<file path="config.mk">
export PLATFORM = sky130hd
export DESIGN_NAME = rca_wrap_flat
export DESIGN_NICKNAME = d
export VERILOG_FILES = /design/src/rtl/rca_pkg.sv /design/src/rtl/rca_if.sv /design/src/rtl/rca_wrap_full_adder.sv /design/src/rtl/rca_wrap.sv /design/src/flat_wrapper.sv
export VERILOG_INCLUDE_DIRS = /design/src /design/src/rtl
export SDC_FILE = /design/constraint.sdc
export NUM_CORES = 1
export LEC_CHECK = 0
export CORE_AREA = 2 2 39 41
export DETAILED_ROUTE_END_ITERATION = 12
export DIE_AREA = 0 0 41 43
export RECOVER_POWER = 50
export SLEW_MARGIN = 15
export SYNTH_ARGS = -nofsm -noshare
export SYNTH_HDL_FRONTEND = slang
export SYNTH_HIERARCHICAL = 1
export SYNTH_SLANG_ARGS = --single-unit
</file>
<file path="constraint.sdc">
create_clock -name clk -period 3 [get_ports clk]
set_input_delay 0.6 -clock clk [delete_from_list [all_inputs] [get_ports clk]]
set_output_delay 0.6 -clock clk [all_outputs]
set_load 0.02 [all_outputs]
</file>
<file path="src/rtl/rca_if_sva.svh">
// rca_if_sva: result tracks the previous cycle's operands and clears after a reset edge.
a_sum: assert property (@(posedge clk) !rst |=> {Co, S} == $past({1'b0, A} + {1'b0, B} + {{N{1'b0}}, Ci}));
a_rst: assert property (@(posedge clk) rst |=> {Co, S} == '0);

</file>
<file path="src/rtl/rca_pkg.sv">
// rca_pkg: shared constants for the registered ripple-carry adder.
package rca_pkg;
    localparam int RCA_DEFAULT_N = 4;
endpackage

</file>
<file path="src/rtl/rca_if.sv">
// rca_if: operand/result bundle for rca_wrap; rca_port is the adder side, master drives operands.
interface rca_if import rca_pkg::*; #(parameter int N = RCA_DEFAULT_N) (input logic clk, input logic rst);
    logic         Ci;
    logic [N-1:0] A;
    logic [N-1:0] B;
    logic [N-1:0] S;
    logic         Co;
    modport rca_port (input Ci, A, B, output S, Co);
    modport master (output Ci, A, B, input S, Co);
`ifndef SYNTHESIS
`include "rca_if_sva.svh"
`endif
endinterface

</file>
<file path="src/rtl/rca_wrap_full_adder.sv">
// full_adder: one combinational cell of the ripple chain.
module full_adder (
    input  logic a,
    input  logic b,
    input  logic cin,
    output logic s,
    output logic cout
);
    assign s    = a ^ b ^ cin;
    assign cout = (a & b) | (cin & (a ^ b));
endmodule

</file>
<file path="src/rtl/rca_wrap.sv">
// rca_wrap: N-bit ripple-carry adder with {Co, S} registered one cycle after the operands.
module rca_wrap import rca_pkg::*; #(parameter int N = RCA_DEFAULT_N) (
    input  logic   clk,
    input  logic   rst,
    rca_if.rca_port bus
);
    logic [N:0]   c;
    logic [N-1:0] s;
    logic [N:0]   sum_d;
    logic [N:0]   sum_q;
    assign c[0] = bus.Ci;
    for (genvar i = 0; i < N; i++) begin : g_fa
        full_adder u_fa (.a(bus.A[i]), .b(bus.B[i]), .cin(c[i]), .s(s[i]), .cout(c[i+1]));
    end
    always_comb sum_d = {c[N], s};
    always_ff @(posedge clk) begin
        if (rst) sum_q <= '0;
        else     sum_q <= sum_d;
    end
    assign bus.S  = sum_q[N-1:0];
    assign bus.Co = sum_q[N];
endmodule

</file>
<file path="src/flat_wrapper.sv">
// flat-port wrapper written by rule: the top's interface ports become plain ports
module rca_wrap_flat import rca_pkg::*;
#(parameter int N = RCA_DEFAULT_N)
  (clk, rst, bus_Ci, bus_A, bus_B, bus_S, bus_Co);
  rca_if #(.N(N)) bus_i (.clk(clk), .rst(rst));
  input  logic clk;
  input  logic rst;
  input wire logic [$bits(bus_i.Ci)-1:0] bus_Ci;
  input wire logic [$bits(bus_i.A)-1:0] bus_A;
  input wire logic [$bits(bus_i.B)-1:0] bus_B;
  output wire logic [$bits(bus_i.S)-1:0] bus_S;
  output wire logic [$bits(bus_i.Co)-1:0] bus_Co;
  assign bus_i.Ci = bus_Ci;
  assign bus_i.A = bus_A;
  assign bus_i.B = bus_B;
  assign bus_S = bus_i.S;
  assign bus_Co = bus_i.Co;
  rca_wrap #(.N(N)) u_core (.clk(clk), .rst(rst), .bus(bus_i));
endmodule
</file>
==> impl_metrics.tcl, run 1 <==
set metrics [dict create \
    die_width_um 41 \
    track_usage_pct 5.572 \
    via_per_inst 3.306 \
    finalNetCount 49 \
    cts_made_buffers 3 \
    syn_avg_cell_area_um2 15.10 \
    crit_top_cell "fa_1" \
    p_leak_nw 0.1618 \
    cp_max_fo 1 \
    outcome "complete, no violations" \
    finalNonFillerCells 49 \
    seq_power_share_pct 37.5 \
    preCtsSetupSlack_ps 36.20 \
    grt_max_degree 6 \
    rsz0062_at_grt "false" \
    final_common_cell "clkdlybuf4s50_1" \
    drv_cap 0 \
    final-seq-area_um2 100.1 \
    row_count 14 \
    postCtsSetupRepairBufs 0 \
    fin_ws_ps 299.5 \
    p_int_mw 0.1543 \
    final_max_slew_viol_count 0 \
    crit_chain "clkdlybuf4s50_1, fa_1, fa_1, fa_1, fa_1, nor2b_1" \
    path_delay_family "adder cells" \
    worst_pin_slew_ps 216.2 \
    dp.cells 45 \
    slowest_delay_ps 450 \
    grt_pass1_vias 161 \
    drt_first_iter_violations 0 \
    htreeDepth 1 \
    grt_pass1_wl_um 510 \
    firstDrtPassIters 1 \
    clk_pin_slew_worst_paths_ps 40 \
    synth_cell_type_count 3 \
    cp_slowest_cell "fa_1" \
    setup_violations 0 \
    vias 162 \
    ir_drop_mv 0.1080 \
    nFillCells 155 \
    die_h_um 43 \
    max_freq_ghz 0.3703 \
    areaGrowthSynthToFinish_pct 92.90 \
    power_density_mw_per_mm2 494.4 \
    layout_common_cells "clkdlybuf4s50_1 (11), nor2b_1 (5), dfxtp_1 (5)" \
    ctsHoldBuffers 0 \
    syn_nets 29 \
    cts_sinks 5 \
    wl_per_cell_um 7.878 \
    synth.area.top_cells "dfxtp_1 (47%), fa_1 (38%), nor2b_1 (15%)" \
    grt_overflow 0 \
    regMostFlops "u_core/sum_q" \
    arrival_ps 2820 \
    post-route-util_pct 29.48 \
    multi_input_area_um2 111.4 \
    post_cts_resized 0 \
    pwr-share-clk_pct 37.2 \
    cp_num_buf_inv 1 \
    num_antenna_cells 0 \
    synth-seq-area-share_pct 47.34 \
    tritoncts "yes" \
    hp-class "input port to register" \
    path_class "input port to register" \
    worstHoldStart "rst" \
    place_congestion 0.6017 \
    switching_share_pct 23.49 \
    ys_ff_latch 5 \
    core_area_mm2 0.001384 \
    critPathLaunch "bus_A[0]" \
    cp-start-kind "input port" \
    largest_reg_flops 5 \
    end_kind "register" \
    ant_nets 0 \
    switchingPower_mw 0.04737 \
    finalHoldViolCount 0 \
    dieArea_mm2 0.001763 \
    synthCells 14 \
    wirelength_um 386 \
    ioPinCount 16 \
    yosysTopAreaCellShare_pct 47.34 \
    period_share_pct 90.02 \
    reg.largest.list "u_core/sum_q: 5 flops" \
    relSlewSlack_pct 85.54 \
    p_comb_share_pct 25.4 \
    antenna_found_initial 0 \
    synth_top_area_cell "dfxtp_1" \
    hold_ws_ps 1008 \
    cts_root_buf "clkbuf_4" \
    synth.cell_area_um2 211.5 \
    clk_path_buf_depth 2 \
    drive_above_1_share_pct 9.091 \
    post-route-min-period_ps 2701 \
    yosysWarningCount 6 \
    required_ps 3120 \
    drcViolationCount 0 \
    initial_core_util_pct 15.28 \
    setup_tns_ps 0 \
    io_buffers 15 \
]
metal layers:
metal | track usage, % | part of all wire, % | up-vias
met5 | 0 | 0 | -
met4 | 8.000 | 0 | 0
met3 | 4.712 | 18 | 0
met2 | 6.563 | 45 | 16
met1 | 4.305 | 36 | 67
li1 | - | - | 79
area by class of cell:
| cell class | instances | share of cell area, % |
|---|---|---|
| Tap cell | 16 | 4.908 |
| Timing Repair Buffer | 15 | 36.81 |
| Clock buffer | 4 | 6.442 |
| Sequential cell | 5 | 24.54 |
| Multi-Input combinational cell | 9 | 27.30 |
power groups by stage:
stage / registers, mW / clock network (mW) / logic [mW]
2_1_floorplan: 0.0870 / 0 / 0.0113
3_3_place_gp: 0.0773 / 0 / 0.0540
3_5_place_dp: 0.0772 / 0 / 0.0547
4_1_cts: 0.0760 / 0.0802 / 0.0547
5_1_grt: 0.0760 / 0.0814 / 0.0569
6_report: 0.0756 / 0.0749 / 0.0512
cell families (layout without fill, tap and decap cells):
| family | after synthesis | count (layout) | share of synthesized area (%) |
|---|---|---|---|
| flops | 5 | 5 | 47.34 |
| fa+ha+maj | 4 | 4 | 37.87 |
| buf+inv | 0 | 19 | 0 |
| simple gates | 5 | 5 | 14.79 |
through the flow:
stage | instance area (um^2) | power (mW)
finish | 407.9 | 0.2017
global route | 407.9 | 0.2143
CTS | 407.9 | 0.2109
detailed placement | 381.6 | 0.1318
global placement | 381.6 | 0.1312
floorplan | 211.5 | 0.09834
Yosys cell counts:
cell	number
nor2b_1	5
fa_1	4
dfxtp_1	5
path summary, 6_finish.rpt:
check / to / cells after the start / slack (ps)
worst max-delay path: u_core/sum_q[3] / 6 / 300
worst min-delay path: u_core/sum_q[0] / 2 / 1010
Note: power is estimated with default switching activity, not from simulation.
==> run 2: changes to the inputs <==
==> constraint.sdc (replaced) <==
create_clock -name clk -period 2.63 [get_ports clk]
set_input_delay 0.526 -clock clk [delete_from_list [all_inputs] [get_ports clk]]
set_output_delay 0.526 -clock clk [all_outputs]
set_load 0.02 [all_outputs]
==> run 2 against run 1 <==
  * Sequential power increased by 14%
  * Cell count stayed put
  * Via count increased by 2.5%
  * Worst hold slack worse by 83 ps
  * Critical endpoint unchanged
  * Largest power group unchanged
  * Highest routed layer is now met4
==> impl_metrics.tcl, run 2 (synthesis gave the netlist of run 1 again) <==
set metrics [dict create \
    power_density_mw_per_mm2 559.9 \
    grt_pass1_wl_um 648 \
    wirelength_um 402 \
    fin_ws_ps 101.5 \
    clk_path_buf_depth 2 \
    final_max_slew_viol_count 0 \
    clk_pin_slew_worst_paths_ps 40 \
    nFillCells 150 \
    row_count 14 \
    die_h_um 43 \
    rsz0062_at_grt "false" \
    dieArea_mm2 0.001763 \
    post_cts_resized 0 \
    end_kind "register" \
    regMostFlops "u_core/sum_q" \
    critPathCapture "u_core/sum_q[3]" \
    arrival_ps 2650 \
    setup_violations 0 \
    max_freq_ghz 0.3955 \
    cp_max_fo 1 \
    final_common_cell "clkdlybuf4s50_1" \
    reg.largest.list "u_core/sum_q: 5 flops" \
    hp-class "input port to register" \
    die_width_um 41 \
    postCtsSetupRepairBufs 0 \
    critPathLaunch "bus_A[0]" \
    cts_root_buf "clkbuf_4" \
    grt_max_degree 6 \
    post-route-min-period_ps 2528 \
    ant_nets 0 \
    cp-start-kind "input port" \
    grt_overflow 0 \
    htreeDepth 1 \
    ioPinCount 16 \
    p_leak_nw 0.1602 \
    largest_reg_flops 5 \
    post-route-util_pct 29.84 \
    vias 166 \
    outcome "complete, no violations" \
    antenna_found_initial 0 \
    ir_drop_mv 0.1474 \
    via_per_inst 3.388 \
    core_area_mm2 0.001384 \
    drcViolationCount 0 \
    drt_first_iter_violations 0 \
    cts_made_buffers 3 \
    wl_per_cell_um 8.204 \
    tritoncts "yes" \
    drive_above_1_share_pct 15.15 \
    initial_core_util_pct 15.28 \
    layout_common_cells "clkdlybuf4s50_1 (11), nor2b_1 (5), dfxtp_1 (5)" \
    track_usage_pct 6.781 \
    drv_cap 0 \
    period_share_pct 96.14 \
    preCtsSetupSlack_ps -243.3 \
    firstDrtPassIters 1 \
    num_antenna_cells 0 \
    areaGrowthSynthToFinish_pct 95.27 \
    io_buffers 15 \
    cts_sinks 5 \
    finalHoldViolCount 0 \
    finalNetCount 49 \
    finalPower_mw 0.2312 \
    grt_pass1_vias 176 \
    worst_pin_slew_ps 221.0 \
    path_class "input port to register" \
    ctsHoldBuffers 0 \
    required_ps 2760 \
    relSlewSlack_pct 85.22 \
    place_congestion 0.5806 \
]
[run 2: cell counts in the layout (fill, tap and decap cells not counted)]
No cell type changed its count.
[run 2: worst min path at each step]
stage                      end  depth (start not counted)  from  slack [ps]
6_report       u_core/sum_q[4]                          2   rst         920
5_1_grt        u_core/sum_q[4]                          2   rst         970
4_1_cts        u_core/sum_q[4]                          2   rst         930
3_5_place_dp   u_core/sum_q[1]                          2   rst        1180
3_3_place_gp   u_core/sum_q[4]                          2   rst        1160
2_1_floorplan  u_core/sum_q[0]                          1   rst         600
[run 2: cell type report]
class | instances | area (um^2) | share of cell area [%]
Multi-Input combinational cell | 9 | 116.4 | 28.18
Sequential cell | 5 | 100.1 | 24.24
Timing Repair Buffer | 15 | 150.1 | 36.36
Clock buffer | 4 | 26.28 | 6.364
Tap cell | 16 | 20.02 | 4.848
[run 2: critical path, stage by stage]
cell	delay, ps
clkdlybuf4s50_1	440
fa_2	400
fa_1	390
fa_2	350
fa_1	420
nor2b_1	130
[run 2: per-stage QoR]
step / TNS [ps] / instances / hold slack, ps / area [um^2]
after floorplan: 0 / 14 / 597.6 / 211.5
after global placement: -404.3 / 45 / 1164 / 381.6
after detailed placement: -427.3 / 45 / 1177 / 381.6
after CTS: 0 / 49 / 925.3 / 407.9
after global routing: 0 / 49 / 973.4 / 412.9
final: 0 / 49 / 924.7 / 412.9
[run 2: metal layers]
metal	wire, um	vias to the layer above	global-route usage [%]
met3	87	2	5.759
met2	173	18	7.813
met1	126	67	5.281
li1	-	79	-
met4	14	0	10.00
met5	0	-	0
[run 2: report_power, final]
group / internal, mW / switching, mW / total [mW] / leakage (nW)
Sequential: 0.0847 / 0.00171 / 0.0864 / 0.0417
Combinational: 0.0344 / 0.0245 / 0.0589 / 0.104
Clock: 0.0572 / 0.0286 / 0.0858 / 0.0150
